`src/rtl/fifo_wr_ctrl_pkg.sv`:
```
// Shared definitions for the async FIFO write/read-side controllers.
package fifo_wr_ctrl_pkg;

  // Burst controller state codes; the read-side controller reuses the same encoding.
  typedef enum logic [1:0] {
    StIdle  = 2'd0,
    StBurst = 2'd1,
    StStall = 2'd2,
    StDone  = 2'd3
  } wr_state_e;

endpackage

```
`src/rtl/fifo_wr_ctrl_gray2bin.sv`:
```
// Gray-code to binary converter; each binary bit is the XOR of all gray bits at or above it.
module gray2bin #(
  parameter int unsigned N = 6
) (
  input  logic [N-1:0] gray_i,
  output logic [N-1:0] bin_o
);

  // Prefix XOR from the MSB down, written per bit to avoid a self-referencing vector.
  always_comb begin
    bin_o = '0;
    for (int i = 0; i < N; i++) begin
      bin_o[i] = ^(gray_i >> i);
    end
  end

endmodule

```
`src/rtl/fifo_wr_ctrl.sv`:
```
// Write-side burst controller for the async FIFO (wclk domain, falling-edge flops).
// Feeds beats to the pointer stage/RAM, stalls on full with an optional timeout,
// and reports registered occupancy derived from the gray pointers.
module fifo_wr_ctrl
  import fifo_wr_ctrl_pkg::*;
#(
  parameter int unsigned ADDRSIZE     = 5,
  parameter int unsigned DSIZE        = 8,
  parameter int unsigned LENW         = 8,
  parameter int unsigned AFULL_THRESH = 28,
  parameter int unsigned STALL_W      = 8,
  parameter int unsigned STALL_MAX    = 255
) (
  input  logic                wclk,
  input  logic                wrst,
  input  logic                cmd_valid,
  input  logic [LENW-1:0]     cmd_len,
  output logic                cmd_ready,
  input  logic                in_valid,
  input  logic [DSIZE-1:0]    in_data,
  output logic                in_ready,
  input  logic                wfull,
  input  logic [ADDRSIZE:0]   wptr,
  input  logic [ADDRSIZE:0]   wq2_rptr,
  output logic                winc,
  output logic [DSIZE-1:0]    wdata,
  output logic [ADDRSIZE:0]   wlevel,
  output logic                almost_full,
  output logic                burst_done,
  output logic                burst_abort,
  output logic                timeout_err,
  output logic                len_err,
  input  logic                err_clr
);

  // Stall count at which a still-full FIFO aborts the burst (only used when STALL_MAX != 0).
  localparam logic [STALL_W-1:0] StallLast = STALL_W'(STALL_MAX - 1);
  localparam logic [LENW-1:0]    LenOne    = LENW'(1);

  wr_state_e          state_q, state_d;
  logic [LENW-1:0]    remaining_q, remaining_d;
  logic [STALL_W-1:0] stall_cnt_q, stall_cnt_d;
  logic               done_d, abort_d;
  logic               timeout_set, len_set;

  logic [ADDRSIZE:0]  wptr_bin, rptr_bin, level_d;

  // Beat handshake is purely combinational so a full FIFO never drops an accepted beat.
  always_comb begin
    cmd_ready = (state_q == StIdle);
    in_ready  = (state_q == StBurst) & ~wfull;
    winc      = in_valid & in_ready;
    wdata     = in_data;
  end

  // Next-state logic for the burst FSM and its counters.
  always_comb begin
    state_d     = state_q;
    remaining_d = remaining_q;
    stall_cnt_d = stall_cnt_q;
    abort_d     = 1'b0;
    timeout_set = 1'b0;
    len_set     = 1'b0;
    unique case (state_q)
      StIdle: begin
        if (cmd_valid) begin
          if (cmd_len != '0) begin
            remaining_d = cmd_len;
            state_d     = StBurst;
          end else begin
            len_set = 1'b1;
          end
        end
      end
      StBurst: begin
        if (wfull) begin
          state_d = StStall;
        end else if (winc) begin
          remaining_d = remaining_q - LenOne;
          if (remaining_q == LenOne) begin
            state_d = StDone;
          end
        end
      end
      StStall: begin
        if (stall_cnt_q != '1) begin
          stall_cnt_d = stall_cnt_q + 1'b1;
        end
        if (!wfull) begin
          // Return to BURST costs one bubble cycle with in_ready low.
          state_d     = StBurst;
          stall_cnt_d = '0;
        end else if ((STALL_MAX != 0) && (stall_cnt_q == StallLast)) begin
          state_d     = StDone;
          abort_d     = 1'b1;
          timeout_set = 1'b1;
        end
      end
      StDone: begin
        state_d     = StIdle;
        remaining_d = '0;
        stall_cnt_d = '0;
      end
    endcase
    done_d = (state_d == StDone);
  end

  // FSM, counter and pulse registers; done/abort are high exactly during the DONE cycle.
  always_ff @(negedge wclk or posedge wrst) begin
    if (wrst) begin
      state_q     <= StIdle;
      remaining_q <= '0;
      stall_cnt_q <= '0;
      burst_done  <= 1'b0;
      burst_abort <= 1'b0;
    end else begin
      state_q     <= state_d;
      remaining_q <= remaining_d;
      stall_cnt_q <= stall_cnt_d;
      burst_done  <= done_d;
      burst_abort <= abort_d;
    end
  end

  // Sticky error flags; a new error in the same cycle as err_clr keeps the flag set.
  always_ff @(negedge wclk or posedge wrst) begin
    if (wrst) begin
      timeout_err <= 1'b0;
      len_err     <= 1'b0;
    end else begin
      if (timeout_set) begin
        timeout_err <= 1'b1;
      end else if (err_clr) begin
        timeout_err <= 1'b0;
      end
      if (len_set) begin
        len_err <= 1'b1;
      end else if (err_clr) begin
        len_err <= 1'b0;
      end
    end
  end

  gray2bin #(
    .N (ADDRSIZE + 1)
  ) u_wptr_g2b (
    .gray_i (wptr),
    .bin_o  (wptr_bin)
  );

  gray2bin #(
    .N (ADDRSIZE + 1)
  ) u_rptr_g2b (
    .gray_i (wq2_rptr),
    .bin_o  (rptr_bin)
  );

  // Modular subtraction handles pointer wrap; the extra MSB distinguishes full from empty.
  assign level_d = wptr_bin - rptr_bin;

  // Registered occupancy and almost-full, updated together.
  always_ff @(negedge wclk or posedge wrst) begin
    if (wrst) begin
      wlevel      <= '0;
      almost_full <= 1'b0;
    end else begin
      wlevel      <= level_d;
      almost_full <= (32'(level_d) >= AFULL_THRESH);
    end
  end

endmodule

```
`config.mk`:
```
export PLATFORM = sky130hd
export DESIGN_NAME = fifo_wr_ctrl
export DESIGN_NICKNAME = d
export VERILOG_FILES = /design/src/rtl/fifo_wr_ctrl_pkg.sv /design/src/rtl/fifo_wr_ctrl_gray2bin.sv /design/src/rtl/fifo_wr_ctrl.sv
export SDC_FILE = /design/constraint.sdc
export NUM_CORES = 1
export LEC_CHECK = 0
export BUFFER_PORTS_ARGS = -buffer_cell sky130_fd_sc_hd__buf_4
export CAP_MARGIN = 20
export CORE_MARGIN = 8
export CORE_UTILIZATION = 48
export CTS_BUF_LIST = sky130_fd_sc_hd__clkbuf_8
export CTS_CLUSTER_DIAMETER = 30
export DETAILED_ROUTE_END_ITERATION = 7
export PLACE_DENSITY_LB_ADDON = 0.2
export SLEW_MARGIN = 40
export SYNTH_ARGS = -nofsm -noshare
export SYNTH_HDL_FRONTEND = slang
export SYNTH_SLANG_ARGS = --single-unit
```
`constraint.sdc`:
```
create_clock -name wclk -period 1.6 [get_ports wclk]
set_input_delay 0.08 -clock wclk [delete_from_list [all_inputs] [get_ports wclk]]
set_output_delay 0.08 -clock wclk [all_outputs]
set_load 0.005 [all_outputs]
```
==> out/qor.yml, run 1 <==
status:
  status: "complete, but fails checks"
  violations: "setup timing"
critical_path:
  path_max_fanout: 6
  endpoint_kind: "register"
  worstSetupStartpointType: "primary input"
  path_class: "in2reg"
  required_ns: 0.92
  arrival_ns: 2.25
layout:
  drive_above_1_share: 0.520
  multi_input_area_um2: 1280
  nets: 347
  final_cell_count_no_fill: 354
  fill_cells: 248
  register_area_um2: 726
  synthToLayoutAreaGrowth_pct: 62.5
  diodes: 0
logic_synthesis:
  synth_edf_count: 0
  synth.avg_cell_area_um2: 9.04
  synthFlopType: "dfrtn_1"
  netlist_area_um2: 1900
  async_flop_share: 1.00
  syn_nets: 253
  syn-instance-count: 210
  seq_area_frac_synth: 0.382
  ys_ff_latch: 29
  yosysWarnings: 0
  synth_cell_types: 49
timing:
  tightest_slew_ns: 0.446
  slew-limit-headroom: 0.701
  maxSlewViolCount: 0
  clock_skew_ns: 0.00449
  setup_violations: 31
  rsz0062_at_grt: "true"
  finalHoldViolations: 0
  finalWorstSetupSlack_ns: -1.33
  fin_setup_tns_ns: -11.16
global_route:
  grtUsageTotal: 0.176
  grt_overflow: 0
  grt_pass1_wl_um: 8870
  grt_max_degree: 30
  antenna_found_initial: 0
  grt_pass1_vias: 1923
drt:
  drc_errors: 0
  wl_per_cell_um: 15.8
  viasPerCell: 5.53
  wirelength_um: 5590
  drtAntennaViolNets: 0
  dr_total_vias: 1958
  drt_pass1_iterations: 5
  drt_iter0_markers: 118
clocking:
  tritoncts: "built"
  cts.htree.levels: 2
  clockRootBuffer: "clkbuf_8"
  clockBufferDepth: 2
  clkTransAtPathRegs_ns: 0.04
  clkLatencyLatePin_ns: 0.29
  numCtsBuffers: 5
  ctsHoldBuffers: 0
  clock-sinks: 29
floorplanning:
  fp.dieW_um: 78.9
  pin_count: 56
  die_height_um: 78.9
  start_util: 0.485
  die-area_um2: 6220
  core-area_um2: 3910
  rows: 23
placed_design:
  place_inst: 329
  io_buffers: 39
  place.gp.congestion: 0.826
  preCtsSetupSlack_ns: -1.75
  hpwl_um: 3600
pwr:
  power.density_nw_per_um2: 1520
  power.leakage_nw: 1.43
  ir_drop_uv: 877
run:
  max-cap-violations: 0
min_path:
  hold_class: "in2out"
-- report_power, final --
group | internal, W | switching (W)
logic | 0.00150 | 0.00140
clock network | 0.000334 | 0.000266
registers | 0.00100 | 0.000188
total | 0.00284 | 0.00186
-- cell usage in the layout (no fill, tap or decap), types with 3 or more instances in the layout --
cell / synthesis / final
buf_6: 1 / 16
nand3_1: 7 / 7
buf_8: 0 / 3
ha_1: 8 / 6
xnor2_2: 4 / 3
nor2b_1: 4 / 3
a22oi_1: 4 / 4
inv_1: 17 / 15
nor2_1: 14 / 12
o21ai_1: 0 / 8
buf_4: 8 / 80
nor3_1: 4 / 4
clkbuf_8: 0 / 6
and2_4: 0 / 3
xor2_2: 3 / 3
dfrtn_1: 29 / 29
o21ai_2: 1 / 11
a32oi_1: 3 / 3
a21oi_4: 0 / 3
nand2_1: 14 / 12
a21oi_1: 15 / 12
o21ai_0: 21 / 3
o22ai_1: 3 / 3
-- sequential cells by signal, indices dropped and copies added, names as in the netlist --
signal	flops
remaining_q	8
wlevel	6
burst_abort	1
burst_done	1
timeout_err	1
almost_full	1
state_q	2
len_err	1
stall_cnt_q	8
-- metal layers --
metal | track usage | part of all wire | wire [µm]
met1 | 0.196 | 0.38 | 2110
met2 | 0.311 | 0.54 | 3040
met3 | 0.0553 | 0.060 | 338
met4 | 0.0611 | 0.019 | 107
met5 | 0 | 0 | 0
-- worst max-delay path, stage by stage --
cell and delay, ns:
buf_4 0.13, xnor2_4 0.14, xor2_2 0.20, xnor2_2 0.23, xnor2_2 0.16, inv_1 0.08, ha_1 0.30, nor2b_4 0.13
o31a_1 0.31, o211ai_1 0.22, o311a_1 0.21, nand3_1 0.07
-- path summary, 6_finish.rpt --
kind / from / to / slack, ns / cells past startpoint
min in group asynchronous: wrst / almost_full / 0.52 / 3
setup / recovery: wptr[4] / almost_full / -1.33 / 12
hold reg to reg: remaining_q[7] / remaining_q[7] / 0.47 / 2
max in group asynchronous: wrst / remaining_q[1] / 0.89 / 3
setup reg to reg: state_q[0] / remaining_q[6] / -0.21 / 8
hold / removal: in_data[3] / wdata[3] / 0.16 / 0
-- stage by stage --
step                      hold slack, ns  instance area (µm²)   util  power, W
after floorplan                    0.241                 2050      -   0.00252
after global placement             0.160                 2640  0.674   0.00330
after detailed placement           0.160                 2640  0.674   0.00334
after CTS                          0.160                 2940  0.752   0.00435
after global routing               0.160                 3080  0.788   0.00502
final                              0.160                 3080  0.788   0.00470
-- Yosys cell counts, types with 2 or more instances --
master | count | area share
and2_1 | 3 | 0.0099
a31o_2 | 2 | 0.0092
a22oi_1 | 4 | 0.016
o21ai_0 | 21 | 0.055
o31ai_1 | 3 | 0.012
ha_1 | 8 | 0.053
nand2_1 | 14 | 0.028
xor2_2 | 3 | 0.026
nand3_1 | 7 | 0.018
nor3b_1 | 2 | 0.0079
nand2b_1 | 2 | 0.0066
o22ai_1 | 3 | 0.0099
clkbuf_1 | 3 | 0.0059
xnor2_1 | 3 | 0.014
a32oi_1 | 3 | 0.014
inv_1 | 17 | 0.034
buf_4 | 8 | 0.032
nor3_1 | 4 | 0.011
nor2_1 | 14 | 0.028
xnor2_2 | 4 | 0.034
nor4_1 | 4 | 0.013
buf_2 | 3 | 0.0079
a211oi_1 | 2 | 0.0079
xor2_1 | 2 | 0.0092
dfrtn_1 | 29 | 0.38
a21oi_1 | 15 | 0.040
nor2b_1 | 4 | 0.013
and3_1 | 2 | 0.0066
-- cell type report --
class                   count  area share
inverters                  17      0.0215
repair buffers            101       0.281
well taps                  50      0.0203
clock buffers               6      0.0268
clock inverters             1     0.00122
multi-input cells         150       0.414
flip-flops and latches     29       0.235
-- logic make-up (layout without fill, tap and decap cells) --
kind of cell	Yosys count	after routing	synth area share
compound gates	65	66	0.216
simple gates	63	63	0.170
buf+inv	32	125	0.0850
flops	29	29	0.382
xor+xnor	12	12	0.0831
fa+ha+maj	9	9	0.0633
-- timing repair --
| item | 4_1_cts | 5_1_grt |
|---|---|---|
| setup endpoints to repair | 33 | 37 |
| setup buffers | 11 | 9 |
| gates resized for setup | 38 | 27 |
| cloned | 1 | 0 |
| pin swaps | 17 | 9 |
Note: power is estimated with default switching activity, not from simulation.
==> run 2: changes to the inputs <==
CORE_MARGIN = 4   (was 8)
clock period = 2.4 ns   (was 1.6 ns; I/O delays follow)
==> out/qor.yml, run 2 (synthesized netlist as in run 1, its figures left out) <==
status:
  status: "complete, but fails checks"
  violations: "setup timing"
layout:
  diodes: 0
  final_cell_count_no_fill: 329
  nets: 323
  fill_cells: 257
  drive_above_1_share: 0.434
  final_common_cell: "buf_4"
  mostFrequentLayoutCells: "68 x buf_4, 29 x dfrtn_1, 19 x o21ai_0"
  synthToLayoutAreaGrowth_pct: 47.1
  largestRegisters: "remaining_q x8, stall_cnt_q x8, wlevel x6"
critical_path:
  worstSetupStartpointType: "primary input"
  slowest_delay_ns: 0.38
  path_class: "in2reg"
  worstReg2RegEnd: "stall_cnt_q[2]"
  path_max_fanout: 3
  required_ns: 1.32
  rr_worst_depth: 8
  cp_cell_sequence: "buf_8 -> xor2_4 -> xnor2_2 -> xor2_2 -> xor2_2 -> buf_4 -> buf_4 -> inv_1 -> fa_2 -> nor2b_2 -> o21ai_2 -> a21oi_2 -> nand4b_1 -> nand3_1"
  r2r-start: "state_q[0]"
  arrival_ns: 2.34
  critPathLaunch: "wq2_rptr[5]"
  r2r_setup_slack_ns: 0.46
  slowest_stage: "fa_2"
  critPathBufInv: 4
  endpoint_kind: "register"
  path_delay_family: "XOR/XNOR gates"
drt:
  drt_pass1_iterations: 4
  wirelength_um: 5290
  wl_per_cell_um: 16.1
  drtAntennaViolNets: 0
  dr_total_vias: 1840
  drt_iter0_markers: 169
  drc_errors: 0
  viasPerCell: 5.59
timing:
  clock_skew_ns: 0.00568
  setup_violations: 9
  finalHoldViolations: 0
  slew-limit-headroom: 0.695
  fin_setup_tns_ns: -5.07
  rsz0062_at_grt: "true"
  maxSlewViolCount: 0
  tightest_slew_ns: 0.452
  finalWorstSetupSlack_ns: -1.02
global_route:
  grt_pass1_wl_um: 8360
  grt_overflow: 0
  antenna_found_initial: 0
  grt_pass1_vias: 1815
  grtUsageTotal: 0.207
  grt_max_degree: 30
clocking:
  clockBufferDepth: 2
  clkTransAtPathRegs_ns: 0.04
  cts.htree.levels: 2
  tritoncts: "built"
  clock-sinks: 29
  clockRootBuffer: "clkbuf_8"
  numCtsBuffers: 5
  clkLatencyLatePin_ns: 0.29
min_path:
  hold_start: "in_data[4]"
  min_path_cells: 0
  holdPathEnd: "wdata[4]"
  hold_class: "in2out"
floorplanning:
  rows: 22
  fp.dieW_um: 70.9
  pin_count: 56
  start_util: 0.507
  die-area_um2: 5020
  die_height_um: 70.9
  core-area_um2: 3740
placed_design:
  io_buffers: 39
  place.gp.congestion: 0.775
  place_inst: 312
  preCtsSetupSlack_ns: -1.47
  hpwl_um: 3500
pwr:
  total_power_w: 0.00301
  power.density_nw_per_um2: 1080
  power.leakage_nw: 1.29
  ir_drop_uv: 436
run:
  max-cap-violations: 0
## run 2: power by group
| part | internal [W] | total (W) | switching, W | leakage [nW] |
|---|---|---|---|---|
| Clock | 0.000412 | 0.000616 | 0.000204 | 0.0681 |
| Sequential | 0.000668 | 0.000801 | 0.000133 | 0.372 |
| Combinational | 0.000805 | 0.00159 | 0.000789 | 0.853 |
## run 2: how the worst max path moves through the flow
stage                     depth (start not counted)           to  slack, ns
after floorplan                                  12  almost_full      -1.13
after global placement                           13  almost_full      -1.29
after detailed placement                         12  almost_full      -1.47
after CTS                                        13  almost_full      -1.01
after global routing                             14  almost_full      -1.17
final                                            14  almost_full      -1.02
## run 2: timing repair
action / in CTS / in global routing
pin swaps: 9 / 6
gates resized for setup: 22 / 15
endpoints found under the setup margin: 10 / 11
buffers inserted: 3 / 7
hold endpoints to repair: 0 / 0
hold buffers: 0 / 0
## run 2: stage by stage
stage	instance area (µm²)	utilization	hold WS [ns]
after floorplan	1940	-	0.321
after global placement	2430	0.649	0.240
after detailed placement	2430	0.649	0.240
after CTS	2690	0.719	0.240
after global routing	2790	0.746	0.240
final	2790	0.746	0.240
## run 2: final cells by class
cell class,count,area (µm²),area share
clock buffers,5,68.8,0.0247
multi-input cells,149,1170,0.419
repair buffers,78,639,0.229
flip-flops and latches,29,726,0.260
inverters,17,63.8,0.0229
clock inverters,3,65.1,0.0233
well taps,48,60.1,0.0215
## run 2: layer usage
metal / GRT usage / share of wire
met2: 0.376 / 0.53
met5: 0 / 0
met3: 0.0497 / 0.057
met4: 0.0564 / 0.016
met1: 0.242 / 0.39
==> run 3: changes to the inputs <==
CELL_PAD_IN_SITES_DETAIL_PLACEMENT = 1   (was not set)
CELL_PAD_IN_SITES_GLOBAL_PLACEMENT = 1   (was not set)
CORE_UTILIZATION = 36   (was 48)
==> out/qor.yml, run 3 (synthesized netlist as in run 1, its figures left out) <==
timing:
  setup_violations: 8
  timing.hold.ws_ns: 0.240
  maxSlewViolCount: 0
  clock_skew_ns: 0.00182
  tightest_slew_ns: 0.472
  finalHoldViolations: 0
  slew-limit-headroom: 0.681
  rsz0062_at_grt: "true"
  finalWorstSetupSlack_ns: -0.970
global_route:
  grt_pass1_wl_um: 8650
  grt_max_degree: 30
  grtUsageTotal: 0.170
  grt_pass1_vias: 1934
  grt_overflow: 0
  antenna_found_initial: 0
floorplanning:
  pin_count: 56
  die-area_um2: 6500
  fp.dieW_um: 80.6
  start_util: 0.372
  core-area_um2: 5110
  die_height_um: 80.6
  rows: 26
drt:
  drt_pass1_iterations: 4
  wl_met2_um: 2730
  drtAntennaViolNets: 0
  viasPerCell: 5.18
  dr_total_vias: 1844
  drc_errors: 0
  wl_per_cell_um: 14.4
  drt_iter0_markers: 69
  top_layer_used: "met4"
  wl_met1_um: 2110
  wirelength_um: 5140
  met3_length_um: 226
critical_path:
  required_ns: 1.32
  path_delay_family: "XOR/XNOR gates"
  arrival_ns: 2.29
  path_class: "in2reg"
  worstSetupStartpointType: "primary input"
  cp_cell_sequence: "buf_8 -> xor2_4 -> xnor2_2 -> xor2_2 -> xor2_2 -> buf_4 -> buf_4 -> inv_2 -> fa_2 -> nor2b_2 -> o21ai_2 -> a21oi_2 -> nand4b_1 -> nand3_1"
  endpoint_kind: "register"
  critPathBufInv: 4
  path_max_fanout: 2
  slowest_delay_ns: 0.40
  slowest_stage: "fa_2"
layout:
  nets: 328
  final_cell_count_no_fill: 356
  post-route-cell-area_um2: 2780
  largestRegisters: "remaining_q x8, stall_cnt_q x8, wlevel x6"
  drive_above_1_share: 0.434
  final_common_cell: "buf_4"
  diodes: 0
  postLayoutCoreUtil: 0.544
  synthToLayoutAreaGrowth_pct: 46.4
  mostFrequentLayoutCells: "74 x buf_4, 29 x dfrtn_1, 20 x o21ai_0"
status:
  status: "complete, but fails checks"
  violations: "setup timing"
pwr:
  power.density_nw_per_um2: 975
  power.leakage_nw: 1.29
  ir_drop_uv: 317
placed_design:
  hpwl_um: 3730
  place.gp.congestion: 0.800
  place_area_um2: 2470
  place_inst: 338
  preCtsSetupSlack_ns: -1.42
  io_buffers: 39
run:
  max-cap-violations: 0
clocking:
  clkTransAtPathRegs_ns: 0.04
  clkLatencyLatePin_ns: 0.29
  cts.htree.levels: 2
  clockBufferDepth: 2
  numCtsBuffers: 5
  clock-sinks: 29
  tritoncts: "built"
  ctsHoldBuffers: 0
  clockRootBuffer: "clkbuf_8"
min_path:
  hold_class: "in2out"
[run 3: cell types whose count changed in the layout (fill, tap and decap cells not counted), sizes merged]
cell    delta
buf        +5
bufinv     -2
clkbuf     +2
[run 3: report_power, final]
group / total (W) / internal (W) / switching, W
Sequential: 0.000798 / 0.000669 / 0.000129
Combinational: 0.00147 / 0.000747 / 0.000726
Clock: 0.000439 / 0.000259 / 0.000181
Total: 0.00271 / 0.00167 / 0.00104
[run 3: final cells by class]
| cell class | count | area (µm²) |
|---|---|---|
| Sequential cell | 29 | 726 |
| Inverter | 17 | 63.8 |
| Fill cell | 612 | 2330 |
| Timing Repair Buffer | 83 | 664 |
| Clock buffer | 7 | 96.3 |
| Tap cell | 70 | 87.6 |
| Clock inverter | 1 | 5.00 |
| Multi-Input combinational cell | 149 | 1140 |
[run 3: final timing paths]
path                           startpoint        endpoint  slack (ns)  cells past startpoint
max in group asynchronous            wrst  remaining_q[6]        1.09                      3
min reg2reg                remaining_q[7]  remaining_q[7]        0.47                      2
min in group asynchronous            wrst       wlevel[5]        1.01                      3
max                           wq2_rptr[5]     almost_full       -0.97                     14
max reg2reg                    state_q[1]  remaining_q[6]        0.53                      8
min                            in_data[6]        wdata[6]        0.24                      0
[run 3: layer usage]
| metal | GRT usage | vias up |
|---|---|---|
| li1 | - | 898 |
| met1 | 0.192 | 895 |
| met2 | 0.315 | 39 |
| met3 | 0.0325 | 12 |
| met4 | 0.0591 | 0 |
| met5 | 0 | - |
[run 3: through the flow]
| stage | TNS (ns) | total power, W |
|---|---|---|
| 6_report | -4.99 | 0.00271 |
| 5_1_grt | -6.10 | 0.00296 |
| 4_1_cts | -5.09 | 0.00265 |
| 3_5_place_dp | -9.79 | 0.00208 |
| 3_3_place_gp | -8.86 | 0.00204 |
| 2_1_floorplan | -5.79 | 0.00155 |
[run 3: timing repair]
| action | 4_1_cts | 5_1_grt |
|---|---|---|
| resized for setup | 18 | 11 |
| buffers inserted | 7 | 3 |
| setup endpoints to repair | 10 | 19 |
| pin swaps | 6 | 9 |
[run 3: worst register-to-register path, cell delays in order (launching register included)]
cell and delay, ns:
dfrtn_1 0.36, buf_6 0.12, buf_4 0.18, or3b_1 0.39
a21oi_2 0.18, a21oi_2 0.06, buf_4 0.16, o21ai_0 0.16
o21ai_0 0.10
